[src/rtl/regfile_writeback_arbiter_if.sv]
// Register-file writeback bus between the producers and the writeback arbiter.
//   pipe_valid/pipe_reg/pipe_data : in-order pipeline writeback request
//   md_valid/md_reg/md_data       : mult/div result offer, md_ready back-pressure
//   ctrl_writeEnable/ctrl_writeReg/data_writeReg : registered regfile write port
//   pending_mask                  : registers with a live queued mult/div result
//   fifo_count                    : mult/div FIFO occupancy (squashed entries included)
// master = producer / regfile side, slave = arbiter.
interface regfile_writeback_arbiter_if #(
    parameter int CW = 3
);
    logic          pipe_valid;
    logic [4:0]    pipe_reg;
    logic [31:0]   pipe_data;
    logic          md_valid;
    logic [4:0]    md_reg;
    logic [31:0]   md_data;
    logic          md_ready;
    logic          ctrl_writeEnable;
    logic [4:0]    ctrl_writeReg;
    logic [31:0]   data_writeReg;
    logic [31:0]   pending_mask;
    logic [CW-1:0] fifo_count;

    modport master (
        output pipe_valid, pipe_reg, pipe_data, md_valid, md_reg, md_data,
        input  md_ready, ctrl_writeEnable, ctrl_writeReg, data_writeReg,
               pending_mask, fifo_count
    );

    modport slave (
        input  pipe_valid, pipe_reg, pipe_data, md_valid, md_reg, md_data,
        output md_ready, ctrl_writeEnable, ctrl_writeReg, data_writeReg,
               pending_mask, fifo_count
    );
endinterface

[src/rtl/regfile_writeback_arbiter.sv]
// Merges pipeline writebacks (priority, never stalled) and buffered mult/div
// results onto the single register-file write port.
//   clock      : system clock, rising edge
//   ctrl_reset : asynchronous active-low reset
//   bus        : regfile_writeback_arbiter_if.slave (requests, regfile write
//                controls, pending mask, FIFO occupancy)
// Parameters: DEPTH = FIFO entries (power of two, 2..16), CW = log2(DEPTH)+1.
module regfile_writeback_arbiter #(
    parameter int DEPTH = 4,
    parameter int CW    = 3
) (
    input logic clock,
    input logic ctrl_reset,
    regfile_writeback_arbiter_if.slave bus
);
    localparam int AW = $clog2(DEPTH);

    logic [4:0]       mem_reg  [DEPTH];
    logic [31:0]      mem_data [DEPTH];
    logic [DEPTH-1:0] live;
    logic [AW-1:0]    head;
    logic [AW-1:0]    tail;
    logic [CW-1:0]    count;

    logic full;
    logic empty;
    logic pipe_wr;
    logic push;
    logic pop;
    logic md_live;

    assign full    = (count == CW'(DEPTH));
    assign empty   = (count == '0);
    assign pipe_wr = bus.pipe_valid && (bus.pipe_reg != 5'd0);
    // A transfer to r0 is consumed but never stored.
    assign push    = bus.md_valid && !full && (bus.md_reg != 5'd0);
    assign pop     = !pipe_wr && !empty;
    // Pipeline write in the same edge is newer than the arriving md result.
    assign md_live = !(pipe_wr && (bus.md_reg == bus.pipe_reg));

    assign bus.md_ready   = !full;
    assign bus.fifo_count = count;

    // Payload storage needs no reset; validity is carried by count and live.
    always_ff @(posedge clock) begin
        if (push) begin
            mem_reg[tail]  <= bus.md_reg;
            mem_data[tail] <= bus.md_data;
        end
    end

    always_ff @(posedge clock or negedge ctrl_reset) begin
        if (!ctrl_reset) begin
            live  <= '0;
            head  <= '0;
            tail  <= '0;
            count <= '0;
        end else begin
            // Later assignments win: squash, then pop, then the new tail entry.
            for (int unsigned i = 0; i < DEPTH; i++) begin
                if (pipe_wr && (mem_reg[i] == bus.pipe_reg)) begin
                    live[i] <= 1'b0;
                end
            end
            if (pop) begin
                live[head] <= 1'b0;
                head       <= head + AW'(1);
            end
            if (push) begin
                live[tail] <= md_live;
                tail       <= tail + AW'(1);
            end
            case ({push, pop})
                2'b10:   count <= count + CW'(1);
                2'b01:   count <= count - CW'(1);
                default: count <= count;
            endcase
        end
    end

    always_ff @(posedge clock or negedge ctrl_reset) begin
        if (!ctrl_reset) begin
            bus.ctrl_writeEnable <= 1'b0;
            bus.ctrl_writeReg    <= '0;
            bus.data_writeReg    <= '0;
        end else if (pipe_wr) begin
            bus.ctrl_writeEnable <= 1'b1;
            bus.ctrl_writeReg    <= bus.pipe_reg;
            bus.data_writeReg    <= bus.pipe_data;
        end else if (pop && live[head]) begin
            bus.ctrl_writeEnable <= 1'b1;
            bus.ctrl_writeReg    <= mem_reg[head];
            bus.data_writeReg    <= mem_data[head];
        end else begin
            // Idle or squashed-head pop: address and data hold.
            bus.ctrl_writeEnable <= 1'b0;
        end
    end

    always_comb begin
        bus.pending_mask = '0;
        for (int unsigned i = 0; i < DEPTH; i++) begin
            if (live[i]) begin
                bus.pending_mask[mem_reg[i]] = 1'b1;
            end
        end
        bus.pending_mask[0] = 1'b0;
    end
endmodule

[src/flat_wrapper.sv]
// flat-port wrapper written by rule: the top's interface ports become plain ports
module regfile_writeback_arbiter_flat 
#(
    parameter int DEPTH = 4,
    parameter int CW    = 3
)
  (clock, ctrl_reset, bus_pipe_valid, bus_pipe_reg, bus_pipe_data, bus_md_valid, bus_md_reg, bus_md_data, bus_md_ready, bus_ctrl_writeEnable, bus_ctrl_writeReg, bus_data_writeReg, bus_pending_mask, bus_fifo_count);
  regfile_writeback_arbiter_if #(.CW(CW)) bus_i ();
  input logic clock;
  input logic ctrl_reset;
  input wire logic [$bits(bus_i.pipe_valid)-1:0] bus_pipe_valid;
  input wire logic [$bits(bus_i.pipe_reg)-1:0] bus_pipe_reg;
  input wire logic [$bits(bus_i.pipe_data)-1:0] bus_pipe_data;
  input wire logic [$bits(bus_i.md_valid)-1:0] bus_md_valid;
  input wire logic [$bits(bus_i.md_reg)-1:0] bus_md_reg;
  input wire logic [$bits(bus_i.md_data)-1:0] bus_md_data;
  output wire logic [$bits(bus_i.md_ready)-1:0] bus_md_ready;
  output wire logic [$bits(bus_i.ctrl_writeEnable)-1:0] bus_ctrl_writeEnable;
  output wire logic [$bits(bus_i.ctrl_writeReg)-1:0] bus_ctrl_writeReg;
  output wire logic [$bits(bus_i.data_writeReg)-1:0] bus_data_writeReg;
  output wire logic [$bits(bus_i.pending_mask)-1:0] bus_pending_mask;
  output wire logic [$bits(bus_i.fifo_count)-1:0] bus_fifo_count;
  assign bus_i.pipe_valid = bus_pipe_valid;
  assign bus_i.pipe_reg = bus_pipe_reg;
  assign bus_i.pipe_data = bus_pipe_data;
  assign bus_i.md_valid = bus_md_valid;
  assign bus_i.md_reg = bus_md_reg;
  assign bus_i.md_data = bus_md_data;
  assign bus_md_ready = bus_i.md_ready;
  assign bus_ctrl_writeEnable = bus_i.ctrl_writeEnable;
  assign bus_ctrl_writeReg = bus_i.ctrl_writeReg;
  assign bus_data_writeReg = bus_i.data_writeReg;
  assign bus_pending_mask = bus_i.pending_mask;
  assign bus_fifo_count = bus_i.fifo_count;
  regfile_writeback_arbiter #(.DEPTH(DEPTH), .CW(CW)) u_core (.clock(clock), .ctrl_reset(ctrl_reset), .bus(bus_i));
endmodule
[config.mk]
export PLATFORM = sky130hd
export DESIGN_NAME = regfile_writeback_arbiter_flat
export DESIGN_NICKNAME = d
export VERILOG_FILES = /design/src/rtl/regfile_writeback_arbiter_if.sv /design/src/rtl/regfile_writeback_arbiter.sv /design/src/flat_wrapper.sv
export SDC_FILE = /design/constraint.sdc
export NUM_CORES = 1
export LEC_CHECK = 0
export BUFFER_PORTS_ARGS = -buffer_cell sky130_fd_sc_hd__buf_2
export CORE_AREA = 10 10 106 203
export CTS_CLUSTER_SIZE = 12
export DETAILED_ROUTE_END_ITERATION = 10
export DIE_AREA = 0 0 116 213
export GPL_ROUTABILITY_DRIVEN = 0
export GPL_TIMING_DRIVEN = 0
export PLACE_DENSITY = 0.75
export SLEW_MARGIN = 20
export SYNTH_ARGS = -nofsm -noshare
export SYNTH_HDL_FRONTEND = slang
export SYNTH_SLANG_ARGS = --single-unit
[constraint.sdc]
create_clock -name clock -period 2.05 [get_ports clock]
set_input_delay 0.205 -clock clock [delete_from_list [all_inputs] [get_ports clock]]
set_output_delay 0.205 -clock clock [all_outputs]
set_load 0.005 [all_outputs]
; After elaboration in Yosys (flattened, before gate mapping)
; Memory sizes are Yosys's and may differ from the RTL's.
; Cells that the tools add are included.
[totals]
mem_bits_ro = 0
latch_bits = 0
ff_bits = 49
memories = 2
wordCells = 97
ram_bits = 148
inputBits = 78
[op_classes]
bitwise = 5
div_mod_pow = 0
n_addsub = 4
n_lt_le_gt_ge = 12
eq_ne = 8
reduce_logical = 25
multipliers = 0
shifts = 0
n_mux = 34
[memory_table]
columns = memory, depth, word_bits, read_ports, rd_ports_with_merged_regs, wr, line
row1 = u_core.mem_data, 4, 32, 1, 0, 1, regfile_writeback_arbiter.sv:19  ; logic [31:0] mem_data [DEPTH];
row2 = u_core.mem_reg, 4, 5, 5, 0, 1, regfile_writeback_arbiter.sv:18  ; logic [4:0] mem_reg [DEPTH];
[ops]
columns = cell, count
row1 = $mux 32, 6
row2 = $or 32x32->32, 3
row3 = $eq 5x5->1, 5
row4 = $lt 5x6->1 const B, 4
row5 = $demux 1 s5, 4
row6 = $ge 5x1->1 const B, 4
row7 = $logic_and 1x1->1, 16
row8 = $mux 1, 15
row9 = $mux 5, 2
row10 = $reduce_bool 5->1, 2
row11 = $mux 4, 2
row12 = $lt 2x3->1 const B, 2
row13 = $pmux 3 s2, 1
row14 = $add 2x1->2 const B, 2
row15 = $and 4x4->4, 1
row16 = $bwmux 4, 1
row17 = $demux 1 s2, 2
row18 = $ge 2x1->1 const B, 2
row19 = $logic_not 1->1, 4
row20 = $not 4->4, 1
row21 = $reduce_bool 2->1, 2
row22 = $add 3x1->3 const B, 1
row23 = $eq 3x3->1 const B, 1
row24 = $logic_not 3->1, 1
row25 = 4 further kinds, 4

; Longest topological paths before layout
; Gate-level depths: netlist of run 1.
; An unclocked memory read counts as a cell.
[depth]
word_depth = 12
depth_mapped = 11

; Worst setup path after synthesis of run 1
; Ideal clock, no wire load.
[synth_timing]
path_type = reg-to-reg
from = reg u_core.count[0], in the netlist u_core.bus.fifo_count[0]
to = reg u_core.count[2], in the netlist u_core.bus.fifo_count[2]
arrival_time_ns = 2.267
path_stages_with_launch = 11
setup_time_ns = 0.079
path_slack_ns = -0.296
period_less_slack_ns = 2.346
cell_sequence = dfrtp_1 -> or3b_2 -> clkbuf_1 -> and3_1 -> inv_1 -> ha_1 -> inv_1 -> fa_1 -> xor2_1 -> nor2_1 -> xor2_1
[synth_via]
elab_chain_cells = 6
elab_cells_between_ends = 13
cone_classes = add/sub: 2 / eq/ne: 3 / mux: 1 / reduce/logical: 7
[synth_rtl]
columns = item, line
row1 = from (decl), regfile_writeback_arbiter.sv:23  ; logic [CW-1:0] count;
row2 = from (signal assigned), regfile_writeback_arbiter.sv:74  ; 2'b10: count <= count + CW'(1);
row3 = from (signal assigned), regfile_writeback_arbiter.sv:75  ; 2'b01: count <= count - CW'(1);
row4 = from (signal assigned), regfile_writeback_arbiter.sv:76  ; default: count <= count;
row5 = $eq 3x3->1 (*), regfile_writeback_arbiter.sv:32  ; assign full = (count == CW'(DEPTH));
row6 = $logic_not 1->1 (*), --
row7 = net bus_md_ready, flat_wrapper.sv:17  ; output wire logic [$bits(bus_i.md_ready)-1:0] bus_md_ready;
row8 = $logic_and 1x1->1 (*) (2 in series), regfile_writeback_arbiter.sv:36  ; assign push = bus.md_valid && !full && (bus.md_reg != 5'd0);
row9 = $eq 2x1->1 or $eq 2x2->1 (tied branches), regfile_writeback_arbiter.sv:73  ; case ({push, pop})
row10 = $pmux 3 s2 or $reduce_bool 2->1 (tied branches), --
; The timed path passes the listed nets; every way through them passes the cells marked *.
; A chain may end at the register's enable or synchronous reset.

==> parameters.txt, run 1 <==
Parameter                              Value

Run status
  Result of the run    finished, violations left
  Violations in the final reports    setup timing

Clock tree
  Clock transition at the registers of the reported paths    70 ps
  Clock tree from TritonCTS    yes
  Clk buf depth    2
  Insertion delay to the later sink of the worst-skew pair    440 ps
  Max H-tree Level    4
  CTS Buf Count    17
  Root Buffer Master    clkbuf_16
  Clock net sink count    197

Timing
  Final period demand of the worst path    2120 ps
  RSZ-0062 raised after global routing    true
  Share of the cycle needed by the critical path after routing    103%
  Worst Tran Pin Value    893 ps
  Count of endpoints failing setup in the final report    12
  Count of endpoints failing hold in the final timing report    0
  Fmax    0.472 GHz
  Max transition margin    39.9%
  Total negative slack for setup checks    -328 ps
  Worst Clk Skew    12.6 ps
  Count of pins over their slew limit    0
  Minimum setup slack in the final design    -69.5 ps

Floorplan
  Site row count    70
  Die width    116 µm
  Chip height    213 µm
  Overall die area    24700 µm²
  Core Box Area    18200 µm²
  Effective utilization at floorplan    50.4%
  Number of primary I/O pins    152

Min path
  Hold Path Stages    3
  Beginning of the worst hold path    bus_pipe_data[29]
  Hold Crit Class    in2reg
  Worst Hold End    u_core.bus.data_writeReg[29]$_DFFE_PN0P_

Synth
  Count of synthesis-stage warnings from yosys    0
  Primary flip-flop cell chosen by synthesis mapping    edfxtp_1
  Number of enable flip-flop cells after synthesis    148
  Netlist area before placement    9190 µm²
  Count of mapped cells out of synthesis    639
  Post-Syn Nets    727
  Flip-flop and latch count after synthesis    197
  Number of unique standard cell types used by synthesis    47
  Cell taking the most area after synthesis    edfxtp_1
  Share of the synthesized area in the top cell type    48.4%
  Sequential share of the synthesized area    61.7%
  Syn Area/Cell    14.4 µm²
  Largest cells by area after synthesis    edfxtp_1 (48%), dfrtp_1 (13%), mux4_2 (9.3%)
  Async set-or-reset flop fraction in the synthesized netlist    24.9%

Power and ir drop
  Total power    15.1 mW
  Static leakage    4.77 nW
  Sequential group share of total power    39.2%
  Portion of total power attributed to combinational logic    39.5%
  Cell-internal power    9.99 mW
  Switching pwr    5.12 mW
  Switching power share of the total    33.9%
  Cell area power density    1250 nW/µm²
  Clk network pwr share    21.2%
  Worst VDD drop    1.01 mV

Route
  DRT antenna net count    0
  Wire length per cell    24.0 µm
  Routed via count    6776
  Post-Route WL    26700 µm
  Via count normalized by instance count    6.07
  First drt pass iteration count    5
  Number of DRC violations after detailed routing    0
  Violation count after the first detailed-route iteration    723

Cells and area
  Most common cell after layout, fill and taps aside    buf_2
  Antenna Diode Count    0
  Proportion of layout cells with a drive suffix above 1    41.6%
  Highest-count cells in the layout ignoring fill and taps    buf_2 (152), edfxtp_1 (148), nor2_1 (47)
  Area delta synth->final    31.5%
  Area used by sequential logic in the layout    5670 µm²
  Number of fillers in the final layout    1308
  Number of nets in the final layout    975
  Area of combinational cells with multiple inputs    3530 µm²
  Util after Layout    66.3%
  Max FFs per register    128

Critical path
  Critical R2R Launch    u_core.bus.fifo_count[1]$_DFFE_PN0P_
  Cell family contributing the most delay on the critical path    simple AND/OR/NAND/NOR gates
  Startpoint-to-endpoint class of the critical path    reg2out
  Worst flop-to-flop path endpoint    u_core.bus.fifo_count[2]$_DFFE_PN0P_
  Worst-case register-to-register setup slack    10 ps
  Largest fanout on the critical path    5
  Reg2reg path depth    9
  Longest individual stage delay on the worst path    470 ps
  Critical-path cell with the highest stage delay    edfxtp_1
  Critical path buffer and inverter count    3
  Category of the worst setup path launch point    flip-flop
  Arrival time at the worst endpoint    1910 ps
  CP endpoint kind    output pin
  Worst path cell trace    buf_6, clkbuf_16, nand3_2, or3_1, nand3_1, buf_2
  CP required    1850 ps

GRT
  Maximum number of pins on one net before global-route repair    50
  Global routing usage summed across all routing layers    21.4%
  Global-route wire length before repair    39600 µm
  Total gr overflow    0
  Number of global-route vias before repair    7156
  Antenna violations before repair    0

Place
  Count of input and output buffers    145
  HPWL after detailed placement    18100 µm

Flow run
  Number of maximum-capacitance violations    0
layout make-up:
| class | count | share of cell area (%) |
|---|---|---|
| clock buffer | 18 | 3.55 |
| tap | 216 | 2.24 |
| sequential | 197 | 47.0 |
| inverter | 16 | 0.559 |
| multi-input combinational | 380 | 29.2 |
| timing repair buffer | 246 | 14.3 |
| clock inverter | 14 | 1.20 |
| buffer | 29 | 2.03 |
layer usage:
metal  GRT usage (%)  part of all wire (%)  wire length [µm]  up-vias
met4            12.2                   6.0              1620        0
met2            39.4                    55             14800      365
li1                -                     -                 -     2972
met3            4.69                   6.2              1660      118
met5               0                     0                 0        -
met1            21.1                    32              8660     3321
Yosys cell counts (4+ instances only):
| cell | number |
|---|---|
| edfxtp_1 | 148 |
| nor2_1 | 51 |
| dfrtp_1 | 49 |
| a21oi_1 | 38 |
| mux4_2 | 38 |
| mux2i_1 | 35 |
| nand2_1 | 32 |
| clkbuf_1 | 25 |
| a22oi_1 | 21 |
| o221ai_1 | 18 |
| xnor2_1 | 18 |
| inv_1 | 16 |
| xor2_1 | 12 |
| buf_2 | 10 |
| nand3_1 | 10 |
| and3_1 | 9 |
| ha_1 | 9 |
| nand3b_1 | 9 |
| a221o_1 | 8 |
| and2_1 | 7 |
| buf_6 | 7 |
| nor3b_1 | 7 |
| o211ai_1 | 6 |
| o22ai_1 | 6 |
| and3b_1 | 5 |
| nor4_1 | 5 |
| or3b_2 | 5 |
| nor3_1 | 4 |
| or3_1 | 4 |
worst max path at each step:
stage | depth (start not counted) | slack [ps] | start | end
2_1_floorplan | 11 | -180 | bus_pipe_reg[1] | u_core.bus.fifo_count[2]$_DFFE_PN0P_
5_1_grt | 4 | -120 | u_core.mem_reg[2][1]$_DFFE_PP_ | bus_pending_mask[20]
3_3_place_gp | 4 | -780 | bus_md_reg[3] | u_core.mem_data[1][24]$_DFFE_PP_
4_1_cts | 4 | -80 | u_core.mem_reg[2][1]$_DFFE_PP_ | bus_pending_mask[20]
6_report | 6 | -70 | u_core.mem_reg[2][2]$_DFFE_PP_ | bus_pending_mask[29]
3_5_place_dp | 11 | -480 | bus_pipe_reg[3] | u_core.bus.fifo_count[2]$_DFFE_PN0P_
worst register-to-register path: cells and delay by family (launching register included):
family	cells	cell delay, ps
simple gates	3	720
fa+ha+maj	2	450
xor+xnor	2	290
flops	1	400
buf+inv	2	90
power by group through the flow:
stage	sequential, mW	clock (mW)	combinational, mW
final	5.93	3.21	5.97
after global routing	6.01	3.46	6.42
after CTS	5.90	3.28	5.64
after detailed placement	5.95	0	5.31
after global placement	5.95	0	5.11
after floorplan	5.86	0	3.48
through the flow:
step / setup WS, ps / area, µm² / std cells / hold WS (ps)
6_report: -69.5 / 12100 / 1116 / 21.9
2_1_floorplan: -182 / 9230 / 639 / -90.6
4_1_cts: -80.2 / 11600 / 1091 / 0.657
3_3_place_gp: -775 / 10200 / 1000 / 417
3_5_place_dp: -477 / 10300 / 1004 / 304
5_1_grt: -120 / 12100 / 1116 / 15.9
logic make-up after synthesis:
kind of cell    synth area share (%)
simple gates                    8.69
mux                             13.4
buf+inv                         3.36
fa+ha+maj                       1.44
compound gates                  8.49
xor+xnor                        2.86
other cells                   0.0408
flops                           61.7
repair_timing:
| action | CTS | global route |
|---|---|---|
| resized for setup | 37 | 74 |
| endpoints found under the setup margin | 117 | 89 |
| hold buffers | 41 | 0 |
| endpoints found under the hold margin | 185 | 0 |
| setup buffers | 31 | 24 |
| cloned | 0 | 1 |
| pin swaps | 5 | 19 |
No activity file was read; power rests on OpenSTA's default activity.
==> run 2, diff against run 1 <==
- CORE_AREA: 10 10 106 203 -> 10 10 113 216
- DIE_AREA: 0 0 116 213 -> 0 0 123 226
- GPL_TIMING_DRIVEN: 0 -> default
- PLACE_DENSITY: 0.75 -> 0.67
==> run 2 against run 1 <==
Net effect: count of clock-buffer cells in the layout rose by 3; largest power group unchanged; the run still ends with setup timing left; combinational power is essentially flat; sequential cell count did not move.
==> parameters.txt, run 2 (synthesized netlist as in run 1, its figures left out) <==
Parameter                              Value

Critical path
  CP endpoint kind    output pin
  Startpoint-to-endpoint class of the critical path    reg2out
  Largest fanout on the critical path    5 (unchanged)
  Arrival time at the worst endpoint    1850 ps (-60 ps)
  Category of the worst setup path launch point    flip-flop
  CP required    1850 ps (about the same)

Timing
  Count of endpoints failing setup in the final report    1 (-11)
  Count of pins over their slew limit    0 (unchanged)
  Share of the cycle needed by the critical path after routing    100% (-3.3 points)
  Worst Clk Skew    7.57 ps (-5.01 ps)
  Total negative slack for setup checks    -1.26 ps (+327 ps)
  Minimum setup slack in the final design    -1.26 ps (+68.3 ps)
  RSZ-0062 raised after global routing    true
  Worst hold margin    20.1 ps (-1.80 ps)
  Fmax    0.488 GHz (+3.3%)
  Count of endpoints failing hold in the final timing report    0 (unchanged)
  Final period demand of the worst path    2050 ps (-68.3 ps)
  Worst Tran Pin Value    573 ps (-319 ps)
  Max transition margin    61.4% (+21 points)

Power and ir drop
  Worst VDD drop    1.33 mV (+32%)
  Static leakage    4.80 nW (+0.64%)
  Cell area power density    1260 nW/µm² (+0.44%)

Cells and area
  Number of nets in the final layout    978 (+0.31%)
  Max FFs per register    128 (unchanged)
  Antenna Diode Count    0 (unchanged)
  Area delta synth->final    31.7%
  Proportion of layout cells with a drive suffix above 1    41.1% (-0.47 points)
  Util after Layout    57.8% (-8.5 points)
  Number of fillers in the final layout    1654 (+26%)
  Most common cell after layout, fill and taps aside    buf_2
  Highest-count cells in the layout ignoring fill and taps    buf_2 (150), edfxtp_1 (148), buf_4 (72)
  Finished Layout Cells    1172 (+5.0%)

GRT
  Number of global-route vias before repair    7017 (-1.9%)
  Global-route wire length before repair    39300 µm (-0.91%)
  Antenna violations before repair    0 (unchanged)
  Total gr overflow    0 (unchanged)
  Global routing usage summed across all routing layers    18.6% (-2.7 points)
  Maximum number of pins on one net before global-route repair    42 (-16%)

Place
  Placed cell count    1060 (+5.6%)
  HPWL after detailed placement    17800 µm (-1.4%)
  Count of input and output buffers    150 (+3.4%)

Route
  First drt pass iteration count    5 (unchanged)
  Wire length per cell    22.1 µm (-7.7%)
  Via count normalized by instance count    5.65 (-7.0%)
  DRT antenna net count    0 (unchanged)
  Number of DRC violations after detailed routing    0 (unchanged)
  Violation count after the first detailed-route iteration    452 (-37%)
  Post-Route WL    25900 µm (-3.1%)
  Routed via count    6620 (-2.3%)

Flow run
  Number of maximum-capacitance violations    0 (unchanged)

Clock tree
  Root Buffer Master    clkbuf_16
  Clock net sink count    197 (unchanged)
  CTS Buf Count    17 (unchanged)
  Max H-tree Level    4 (unchanged)
  Clk buf depth    2 (unchanged)
  Clock transition at the registers of the reported paths    70 ps (about the same)
  Insertion delay to the later sink of the worst-skew pair    430 ps (about the same)
  Clock tree from TritonCTS    yes

Floorplan
  Effective utilization at floorplan    43.9% (-6.5 points)
  Site row count    75 (+7.1%)
  Overall die area    27800 µm² (+13%)
  Number of primary I/O pins    152 (unchanged)
  Die width    123 µm (+6.0%)
  Core Box Area    20900 µm² (+15%)
  Chip height    226 µm (+6.1%)

Run status
  Violations in the final reports    setup timing
  Result of the run    finished, violations left

Min path
  Hold Crit Class    in2reg
-- run 2: changes by cell type in the layout (fill, tap and decap cells not counted), moves of 3 or more --
cell	delta
a22oi_1	+9
clkinv_4	-3
a22oi_2	-9
inv_1	+4
buf_12	+7
buf_8	-3
buf_4	+26
buf_6	-9
dlygate4sd3_1	-8
inv_4	-3
-- run 2: layout make-up --
type	instances	area (µm²)	share of cell area, %
clock buffer	21	440	3.64
clock inverter	11	149	1.23
inverter	16	60.1	0.497
multi-input combinational	380	3460	28.6
sequential	197	5670	46.9
tap	269	337	2.78
timing repair buffer	278	1980	16.3
-- run 2: power by group --
part           total, mW  internal (mW)  switching [mW]
logic               6.00           3.00            3.00
registers           5.87           5.38           0.491
clock network       3.32           1.92            1.40
total               15.2           10.3            4.89
-- run 2: routing by layer --
layer  track usage (%)  routed length (µm)
met5                 0                   0
met4              9.63                1350
met3              4.18                1490
met2              34.8               14400
met1              18.4                8660
-- run 2: worst max-delay path, cell delays in order (launching register included) --
cell and delay (ps):
edfxtp_1 500, buf_6 190, and3b_1 230, a22oi_1 190
o221ai_1 150, buf_2 150
-- run 2: final timing paths --
| kind | depth (start not counted) | to | startpoint | slack [ps] |
|---|---|---|---|---|
| worst min register to register | 2 | u_core.bus.ctrl_writeReg[3]$_DFFE_PN0P_ | u_core.bus.ctrl_writeReg[3]$_DFFE_PN0P_ | 540 |
| worst max register to register | 9 | u_core.bus.fifo_count[2]$_DFFE_PN0P_ | u_core.bus.fifo_count[1]$_DFFE_PN0P_ | 80 |
| worst max-delay path | 5 | bus_pending_mask[26] | u_core.mem_reg[1][4]$_DFFE_PP_ | -1 |
| min in group asynchronous | 2 | u_core.bus.data_writeReg[1]$_DFFE_PN0P_ | ctrl_reset | 290 |
| max in group asynchronous | 3 | u_core.bus.data_writeReg[10]$_DFFE_PN0P_ | ctrl_reset | 1170 |
| worst min-delay path | 3 | u_core.bus.data_writeReg[15]$_DFFE_PN0P_ | bus_pipe_data[15] | 20 |
-- run 2: through the flow --
stage	total power [mW]	setup WS (ps)	cell area, µm²
after CTS	15.1	-0.552	11700
after global routing	16.0	-68.6	12100
after detailed placement	11.6	-417	10500
after floorplan	9.34	-182	9230
final	15.2	-1.26	12100
after global placement	11.5	-400	10500
-- run 2: timing repair --
| item | CTS | global route |
|---|---|---|
| hold endpoints to repair | 141 | 0 |
| endpoints found under the setup margin | 27 | 33 |
| resized for setup | 13 | 53 |
| hold buffers | 33 | 0 |
| setup buffers | 24 | 24 |
| pin swaps | 2 | 12 |
==> run 3, diff against run 2 <==
- PLACE_DENSITY: 0.67 -> default
- clock period: 2.05 -> 2.4 ns (I/O delays scaled with it)
==> run 3 against run 2 <==
Net effect: final cell count down 7.8%; clock power down 18%; largest cell class unchanged; register-to-register slack better by 130 ps; combinational power down 26%; worst hold slack better by 4.5 ps; the flow now finishes without violations; global-route usage down 0.18 points.
==> parameters.txt, run 3 (synthesized netlist as in run 1, its figures left out) <==
Parameter                              Value

Run status
  Result of the run    complete, no violations

Power and ir drop
  Cell area power density    1120 nW/µm² (-11%)
  Worst VDD drop    0.716 mV (-46%)
  Total power    12.2 mW (-19%)
  Static leakage    4.29 nW (-11%)

Timing
  Share of the cycle needed by the critical path after routing    99.1%
  Final period demand of the worst path    2380 ps
  Total negative slack for setup checks    0 ps (+1.26 ps)
  Minimum setup slack in the final design    21.4 ps (+22.6 ps)
  Count of endpoints failing setup in the final report    0 (-1)
  RSZ-0062 raised after global routing    false
  Worst Tran Pin Value    875 ps (+302 ps)
  Count of endpoints failing hold in the final timing report    0 (unchanged)
  Count of pins over their slew limit    0 (unchanged)
  Max transition margin    41.1% (-20 points)
  Fmax    0.420 GHz
  Worst Clk Skew    17.1 ps (+9.57 ps)

Min path
  Hold Crit Class    in2reg

Route
  DRT antenna net count    0 (unchanged)
  Wire length per cell    23.6 µm (+6.6%)
  Number of DRC violations after detailed routing    0 (unchanged)
  Via count normalized by instance count    5.81 (+2.9%)
  Post-Route WL    25500 µm (-1.7%)
  Violation count after the first detailed-route iteration    423 (-6.4%)
  First drt pass iteration count    8 (+3)
  Routed via count    6283 (-5.1%)

Clock tree
  Clock tree from TritonCTS    yes
  Clock transition at the registers of the reported paths    60 ps (about the same)
  Max H-tree Level    4 (unchanged)
  Insertion delay to the later sink of the worst-skew pair    430 ps (about the same)
  CTS Buf Count    17 (unchanged)
  Clk buf depth    2 (unchanged)
  Clock net sink count    197 (unchanged)
  Root Buffer Master    clkbuf_16

Critical path
  Startpoint-to-endpoint class of the critical path    reg2out
  CP required    2160 ps (+310 ps)
  CP endpoint kind    output pin
  Largest fanout on the critical path    7 (+2)
  Arrival time at the worst endpoint    2140 ps (+290 ps)
  Category of the worst setup path launch point    flip-flop

GRT
  Number of global-route vias before repair    6825 (-2.7%)
  Global-route wire length before repair    38300 µm (-2.5%)
  Global routing usage summed across all routing layers    18.5% (-0.18 points)
  Maximum number of pins on one net before global-route repair    82 (+95%)
  Antenna violations before repair    2 (+2)
  Total gr overflow    0 (unchanged)

Floorplan
  Die width    123 µm (unchanged)
  Chip height    226 µm (unchanged)
  Site row count    75 (unchanged)
  Number of primary I/O pins    152 (unchanged)
  Overall die area    27800 µm² (unchanged)
  Core Box Area    20900 µm² (unchanged)
  Effective utilization at floorplan    43.9% (unchanged)

Cells and area
  Area delta synth->final    19.3%
  Number of nets in the final layout    886 (-9.4%)
  Proportion of layout cells with a drive suffix above 1    32.9% (-8.2 points)
  Highest-count cells in the layout ignoring fill and taps    buf_2 (150), edfxtp_1 (148), nor2_1 (50)
  Most common cell after layout, fill and taps aside    buf_2
  Max FFs per register    128 (unchanged)
  Post-layout instance area    11000 µm² (-9.4%)
  Util after Layout    52.4% (-5.4 points)

Place
  Count of input and output buffers    150 (unchanged)
  HPWL after detailed placement    18300 µm (+2.8%)
  Worst slack, placed    -206 ps (+211 ps)
  Placed Instance Area    10300 µm² (-2.3%)

Flow run
  Number of maximum-capacitance violations    0 (unchanged)
==> run 3: cell count changes in the layout (fill, tap and decap cells not counted), moves of 4 or more <==
cell	delta
and3_1	+4
buf_12	-5
or3b_2	+4
a22oi_2	-7
dlygate4sd3_1	-29
o221ai_2	-4
buf_4	-46
a22oi_1	+7
buf_6	-12
nor3b_1	+6
o221ai_1	+4
or3b_4	-4
==> run 3: critical path: stages (launching register included) <==
cell      delay [ps]
edfxtp_1         530
nand2_1          150
nor2_1           560
a22oi_1          190
o221ai_1         120
buf_2            160
==> run 3: stage by stage <==
stage	instances	hold WS, ps
floorplan	639	-55.6
global placement	1041	358
detailed placement	1041	375
CTS	1077	1.37
global route	1081	7.80
finish	1081	24.7
==> run 3: cell type report <==
cell class | instances | area [µm²]
Clock buffer | 19 | 433
Sequential cell | 197 | 5670
Tap cell | 269 | 337
Inverter | 16 | 60.1
Clock inverter | 13 | 134
Multi-Input combinational cell | 380 | 3210
Timing Repair Buffer | 186 | 1110
Fill cell | 1771 | 9970
Antenna cell | 1 | 2.50
==> run 3: metal layers <==
metal	vias to the layer above	global-route usage (%)	wire, µm
li1	2787	-	-
met1	3086	17.4	8340
met3	108	4.33	1450
met4	2	10.8	1400
met5	-	0	7
met2	300	34.6	14300
==> run 3: timing repair <==
item,CTS,global route
setup buffers,0,3
hold buffers,4,0
resized for setup,0,1
hold endpoints to repair,35,0
setup endpoints to repair,0,4
==> run 3: power by group <==
group	switching, mW	leakage [nW]	internal (mW)
sequential	0.494	1.91	4.60
clock	1.19	0.264	1.53
combinational	2.35	2.11	2.09
==> run 3: worst paths after layout <==
check	start	endpoint	slack (ps)	depth (start not counted)
worst max-delay path	u_core.mem_reg[2][0]$_DFFE_PP_	bus_pending_mask[9]	20	5
worst min-delay path	bus_md_data[27]	u_core.mem_data[2][27]$_DFFE_PP_	20	1
worst max register to register	u_core.bus.fifo_count[2]$_DFFE_PN0P_	u_core.bus.fifo_count[2]$_DFFE_PN0P_	210	9
worst min register to register	u_core.bus.fifo_count[2]$_DFFE_PN0P_	u_core.bus.fifo_count[2]$_DFFE_PN0P_	510	1
max in group asynchronous	ctrl_reset	u_core.bus.data_writeReg[17]$_DFFE_PN0P_	1250	3
min in group asynchronous	ctrl_reset	u_core.bus.data_writeReg[11]$_DFFE_PN0P_	450	2
